===== src/rtl/tdc_ctrl_pkg.sv =====
// Shared types and default parameter values for the TDC window controller.
package tdc_ctrl_pkg;

    localparam int unsigned DEF_BIT_COUNT     = 32;
    localparam int unsigned DEF_MAX_WINDOW    = 4096;
    localparam int unsigned DEF_CLEAR_CYCLES  = 4;
    localparam int unsigned DEF_SETTLE_CYCLES = 8;
    localparam int unsigned DEF_TW            = $clog2(DEF_MAX_WINDOW + 1);

    typedef enum logic [2:0] {
        IDLE,
        CLEAR,
        ARMED,
        MEASURE,
        SETTLE,
        HOLD
    } tdc_state_t;

    // Result record laid out at the default widths.
    typedef struct packed {
        logic [DEF_BIT_COUNT-1:0] count;
        logic [DEF_TW-1:0]        window;
        logic                     timeout;
        logic                     stale;
    } tdc_result_t;

endpackage


===== src/rtl/tdc_edge_detect.sv =====
// Registered-history rising-edge detector; the pulse is high in the cycle the input first reads 1.
module tdc_edge_detect (
    input  logic clk,
    input  logic reset,
    input  logic i_sig,
    output logic o_rise
);

    logic r_prev;

    // NOTE: clocked state is written with <= so every register samples pre-edge values.
    always_ff @(posedge clk) begin
        if (!reset) begin
            r_prev <= 1'b0;
        end else begin
            r_prev <= i_sig;
        end
    end

    assign o_rise = i_sig & ~r_prev;

endmodule


===== src/rtl/tdc_window_controller.sv =====
// Measurement sequencer: clears the oscillator counter, gates its enable between start and stop,
// waits for the count to settle, captures it and offers it to readout over valid/ready.
module tdc_window_controller
    import tdc_ctrl_pkg::*;
#(
    parameter  int unsigned BIT_COUNT     = DEF_BIT_COUNT,
    parameter  int unsigned MAX_WINDOW    = DEF_MAX_WINDOW,
    parameter  int unsigned CLEAR_CYCLES  = DEF_CLEAR_CYCLES,
    parameter  int unsigned SETTLE_CYCLES = DEF_SETTLE_CYCLES,
    localparam int unsigned TW            = $clog2(MAX_WINDOW + 1)
) (
    input  logic                 clk,
    input  logic                 reset,
    input  logic                 arm,
    input  logic                 start,
    input  logic                 stop,
    output logic                 cnt_enable,
    output logic                 cnt_reset,
    input  logic [BIT_COUNT-1:0] cnt_value,
    input  logic                 cnt_has_value,
    output logic [BIT_COUNT-1:0] result,
    output logic [TW-1:0]        result_window,
    output logic                 result_timeout,
    output logic                 result_stale,
    output logic                 result_valid,
    input  logic                 result_ready,
    output logic                 busy
);

    localparam int unsigned   CW         = $clog2(CLEAR_CYCLES + 1);
    localparam int unsigned   SW         = $clog2(4 * SETTLE_CYCLES + 1);
    localparam logic [CW-1:0] CLEAR_ONE  = CW'(1);
    localparam logic [CW-1:0] CLEAR_LAST = CW'(CLEAR_CYCLES);
    localparam logic [TW-1:0] TIMER_ONE  = TW'(1);
    localparam logic [TW-1:0] WIN_LIMIT  = TW'(MAX_WINDOW);
    localparam logic [SW-1:0] SETTLE_ONE = SW'(1);
    localparam logic [SW-1:0] SETTLE_MIN = SW'(SETTLE_CYCLES);
    localparam logic [SW-1:0] SETTLE_MAX = SW'(4 * SETTLE_CYCLES);

    typedef struct packed {
        logic [BIT_COUNT-1:0] count;
        logic [TW-1:0]        window;
        logic                 timeout;
        logic                 stale;
    } result_t;

    tdc_state_t    r_state, w_next_state;
    logic          w_start_edge, w_stop_edge, w_stop_hit, w_win_full, w_has_ready, w_capture;
    logic          w_cnt_enable_d, w_cnt_reset_d, w_valid_d;
    logic          r_cnt_enable, r_cnt_reset, r_valid, r_stop_seen, r_timeout_cap;
    logic [CW-1:0] r_clear;
    logic [TW-1:0] r_timer, r_win_cap;
    logic [SW-1:0] r_settle;
    result_t       r_result;

    tdc_edge_detect u_start_edge (.clk(clk), .reset(reset), .i_sig(start), .o_rise(w_start_edge));
    tdc_edge_detect u_stop_edge  (.clk(clk), .reset(reset), .i_sig(stop),  .o_rise(w_stop_edge));

    // A stop edge coincident with the start edge is remembered so the window closes after one cycle.
    assign w_stop_hit  = w_stop_edge | r_stop_seen;
    assign w_win_full  = (r_timer == WIN_LIMIT);
    assign w_has_ready = (r_settle >= SETTLE_MIN) && cnt_has_value;
    assign w_capture   = w_has_ready || (r_settle == SETTLE_MAX);

    always_ff @(posedge clk) begin
        if (!reset) begin
            r_state <= IDLE;
        end else begin
            r_state <= w_next_state;
        end
    end

    // NOTE: the default assignment up front keeps this block free of inferred latches.
    always_comb begin
        w_next_state = r_state;
        case (r_state)
            IDLE:    if (arm)                       w_next_state = CLEAR;
            CLEAR:   if (r_clear == CLEAR_LAST)     w_next_state = ARMED;
            ARMED:   if (w_start_edge)              w_next_state = MEASURE;
            MEASURE: if (w_stop_hit || w_win_full)  w_next_state = SETTLE;
            SETTLE:  if (w_capture)                 w_next_state = HOLD;
            HOLD:    if (result_ready)              w_next_state = IDLE;
            default:                                w_next_state = IDLE;
        endcase
    end

    // Counter controls are decoded from the next state so the registered outputs track the FSM.
    always_comb begin
        w_cnt_enable_d = (w_next_state == MEASURE);
        w_cnt_reset_d  = (w_next_state == IDLE) || (w_next_state == CLEAR);
        w_valid_d      = (w_next_state == HOLD);
    end

    always_ff @(posedge clk) begin
        if (!reset) begin
            r_cnt_enable  <= 1'b0;
            r_cnt_reset   <= 1'b1;
            r_valid       <= 1'b0;
            r_stop_seen   <= 1'b0;
            r_clear       <= '0;
            r_timer       <= '0;
            r_settle      <= '0;
            r_win_cap     <= '0;
            r_timeout_cap <= 1'b0;
            r_result      <= '0;
        end else begin
            r_cnt_enable <= w_cnt_enable_d;
            r_cnt_reset  <= w_cnt_reset_d;
            r_valid      <= w_valid_d;
            r_stop_seen  <= (r_state == ARMED) && w_start_edge && w_stop_edge;
            r_clear      <= (r_state == CLEAR)  ? r_clear + CLEAR_ONE   : CLEAR_ONE;
            r_settle     <= (r_state == SETTLE) ? r_settle + SETTLE_ONE : SETTLE_ONE;

            case (r_state)
                ARMED:   r_timer <= TIMER_ONE;
                MEASURE: r_timer <= (w_next_state == MEASURE) ? r_timer + TIMER_ONE : r_timer;
                default: r_timer <= '0;
            endcase

            if (r_state == MEASURE && w_next_state == SETTLE) begin
                r_win_cap     <= r_timer;
                r_timeout_cap <= w_win_full && !w_stop_hit;
            end

            if (r_state == SETTLE && w_next_state == HOLD) begin
                r_result <= '{count: cnt_value, window: r_win_cap,
                              timeout: r_timeout_cap, stale: !w_has_ready};
            end
        end
    end

    assign cnt_enable     = r_cnt_enable;
    assign cnt_reset      = r_cnt_reset;
    assign result         = r_result.count;
    assign result_window  = r_result.window;
    assign result_timeout = r_result.timeout;
    assign result_stale   = r_result.stale;
    assign result_valid   = r_valid;
    assign busy           = (r_state != IDLE);

endmodule


===== config.mk =====
export PLATFORM = sky130hd
export DESIGN_NAME = tdc_window_controller
export DESIGN_NICKNAME = d
export VERILOG_FILES = /design/src/rtl/tdc_ctrl_pkg.sv /design/src/rtl/tdc_edge_detect.sv /design/src/rtl/tdc_window_controller.sv
export SDC_FILE = /design/constraint.sdc
export NUM_CORES = 1
export LEC_CHECK = 0
export CORE_UTILIZATION = 40
export DETAILED_ROUTE_END_ITERATION = 16
export GPL_TIMING_DRIVEN = 1
export PLACE_DENSITY = 0.73
export SLEW_MARGIN = 5
export SYNTH_ARGS = -nofsm -noshare
export SYNTH_HDL_FRONTEND = slang
export SYNTH_SLANG_ARGS = --single-unit

===== constraint.sdc =====
create_clock -name clk -period 4.1 [get_ports clk]
set_input_delay 0.41 -clock clk [delete_from_list [all_inputs] [get_ports clk]]
set_output_delay 0.41 -clock clk [all_outputs]
set_load 0.01 [all_outputs]

==> metrics.md <==
| Metric | Value |
|---|---|
| Status | completed |
| Post-Synthesis Cells | 412 |
| Setup_tns | 0 ns |
| Crit-path max FO | 49 |
| Vias per Instance | 4.997 |
| Max-Cap Viols | 0 |
| CTS tree | yes |
| Xor/xnor share of the synthesized area | 1.471% |
| Layout Nets | 536 |
| Avg Inst Size Synth | 8.670 um^2 |
| Global-route wire length before repair | 11.68 mm |
| Max_slew headroom | 23.91% |
| Tightest Hold Check Type | reg2reg |
| Antenna-violating nets left | 0 |
| R2R setup slack | 1.68 ns |
| Largest family of logic cells by synthesized area | simple AND/OR/NAND/NOR gates |
| Tot Pwr | 1.632 mW |
| DP Worst Slack | 1.654 ns |
| Via count | 3,018 |
| Number of global-route vias before repair | 2,749 |
| Dpl cells | 588 |
| Chip width | 96.50 um |
| CP Data Arrival Time | 2.68 ns |
| Largest net degree at the start of global routing | 64 |
| Maximum VDD drop | 0.0001367 V |
| Share of synthesized cell area in full adder, half adder and majority cells | 2.102% |
| Avg WL per Cell | 12.65 um |
| Final HPWL DP | 5.240 mm |
| Total track usage | 16.17% |
| Clock network latency to the later pin of the worst-skew pair | 0.36 ns |
| Initial antenna violation count | 0 |
| DRT Wirelength | 7.638 mm |
| Tcrit/Tclk final | 58.99% |
| CTS Buf Count | 9 |
| TritonCTS Sinks | 92 |
| Multi-input gate area | 1577 um^2 |
| Worst-path cell chain | inv_1 > ha_1 > nor4b_1 > o211a_2 > nor2_1 > a311oi_1 |
| Req. time, crit path | 4.36 ns |
| Compound-Gate Fraction of Synth Area | 13.63% |
| Syn_nets | 457 |
| RSZ-0062 raised after global routing | false |
| Seq/Total Area, Yosys | 51.56% |
| Worst setup margin | 1.681 ns |
| Total power density per cell area | 347.3 nW/um^2 |
| Synth top cells by count | nand2_1, dfxtp_1, a21oi_1, nor2_1, mux2i_1 |
| Cell Area, Synth | 3572 um^2 |
| Max-slew violation total from the final report | 0 |
| GP Congestion | 0.7992 |
| Placed instance area | 4478 um^2 |
| Fill cells | 802 |
| Crit end category | flip-flop |
| Mux contribution to synthesized area | 3.923% |
| Cell taking the most area after synthesis | dfxtp_1 |
| Synth Area in Simple Gates | 22.77% |
| Iteration-0 DRC Markers | 114 |
| Async SR Flop Fraction | 0% |
| Finished Core Util | 54.15% |
| Worst-case clock buffer depth | 2 |
| Core area | 8678 um^2 |
| ANT cells | 0 |
| Critical path's largest stage delay | 0.93 ns |
| Leakage power total | 1.539 nW |
| I/O pin cnt | 90 |
| Final non-filler cell total | 604 |
| Main flop type after synthesis | dfxtp_1 |
| Crit. Startpoint | r_settle[0] |
| CTS resizes | 0 |
| Root buf cell | clkbuf_8 |
| WHS | 0.4544 ns |
| Htree depth | 3 |
| Initial Utilization | 41.16% |
| Worst-margin pin slew | 1.136 ns |
| Top cells by area, synth | dfxtp_1, nand2_1, a21oi_1 |
| Fmax | 413.5 MHz |
| Hold_sp | r_win_cap[10] |
| # DRC | 0 |
| Hold buffer count at CTS | 0 |
| Reg2reg start | r_settle[0] |
| Top-count cell post-synth | nand2_1 |
| EDFF count, synth | 0 |
| IO Port Bufs | 89 |
| Startpoint class of the critical path | flip-flop |
| Congestion Overflow GR | 0 |
| Pre-antenna DRT Iters | 4 |
| Post-CTS Setup Inserts | 0 |
| Clock Skews | 0.02051 ns |
| Top cell type's share of synthesized area | 51.56% |
| WS Path Type | reg2reg |
| Final-report hold violation count | 0 |
| Layout cells sized above 1 | 5.645% |
| Area growth syn-to-layout | 31.56% |
| Chip height | 96.50 um |
| CP max-delay cell | o211a_2 |
| Clock-pin slew on the worst setup and hold paths | 0.09 ns |
| Number of library cell types mapped by synthesis | 47 |
| Tmin final | 2.419 ns |
| FF+latch count, synth | 92 |
| Die area | 9312 um^2 |
| Final setup vio count | 0 |
| YS warnings | 0 |
| Seq. cell area | 1842 um^2 |
| Final instance area | 4700 um^2 |
| Row count | 34 |
path summary, 6_finish.rpt:
kind         cells after the start           endpoint
max reg2reg                      6       result_stale
min reg2reg                      2  result_window[10]
max                              6       result_stale
min                              2  result_window[10]
layout by cell type, fill, tap and decap left out, types with 2 or more instances in the layout:
master	Yosys	layout
nor4b_1	3	3
inv_6	0	2
xnor2_1	4	4
or4_1	2	2
nor4_1	2	2
nor2b_1	2	2
or3_1	10	10
nor2_1	31	31
o21ai_0	5	5
xor2_1	2	2
o31ai_1	2	2
inv_1	8	8
nand2_1	105	105
dfxtp_1	92	92
bufinv_16	0	2
and2b_2	2	2
and2_1	4	4
mux2i_1	14	14
nand3_1	8	8
clkdlybuf4s50_1	0	89
ha_1	6	6
o21ai_1	3	3
and3_1	4	4
o21a_1	2	2
nand4_1	2	2
a21oi_1	60	60
clkbuf_8	0	9
kinds of logic (layout without fill, tap and decap cells):
group | after synthesis | in the layout
buffers and inverters | 30 | 114
AO/OA/AOI/OAI | 83 | 83
AND/OR/NAND/NOR | 181 | 181
XOR/XNOR | 6 | 6
flip-flops | 92 | 92
adder cells (fa/ha/maj) | 6 | 6
multiplexers | 14 | 14
area by class of cell:
cell class,count,area share [%]
clock inverter,6,1.997
inverter,9,0.7188
timing repair buffer,89,18.96
clock buffer,10,2.716
tap,108,2.875
multi-input combinational,290,33.55
sequential,92,39.19
critical path: cells and delay by family (launching register included):
family,cells,cell delay (ns)
buf+inv,1,0.07
fa+ha+maj,1,0.14
simple gates,2,0.59
compound gates,2,1.18
flops,1,0.34
metal layers:
layer | share of wire, % | GRT usage (%) | vias to the layer above
met2 | 47 | 27.82 | 84
met4 | 2.3 | 9.681 | 0
li1 | - | - | 1541
met3 | 6.7 | 2.895 | 15
met5 | 0 | 0 | -
met1 | 44 | 18.64 | 1378
state kept, by name (all words and copies together) (netlist names), 3 cells and up:
| register | cells |
|---|---|
| result | 32 |
| r_win_cap | 13 |
| r_timer | 13 |
| result_window | 13 |
| r_clear | 3 |
| r_settle | 6 |
| r_state | 3 |
where the power goes:
group | total [mW] | internal, mW | switching [mW] | leakage [nW]
Sequential | 0.901 | 0.896 | 0.00428 | 0.742
Combinational | 0.0674 | 0.0409 | 0.0265 | 0.689
Clock | 0.664 | 0.349 | 0.315 | 0.107
Total | 1.63 | 1.29 | 0.346 | 1.54
Power figures use the tool's default switching activity.
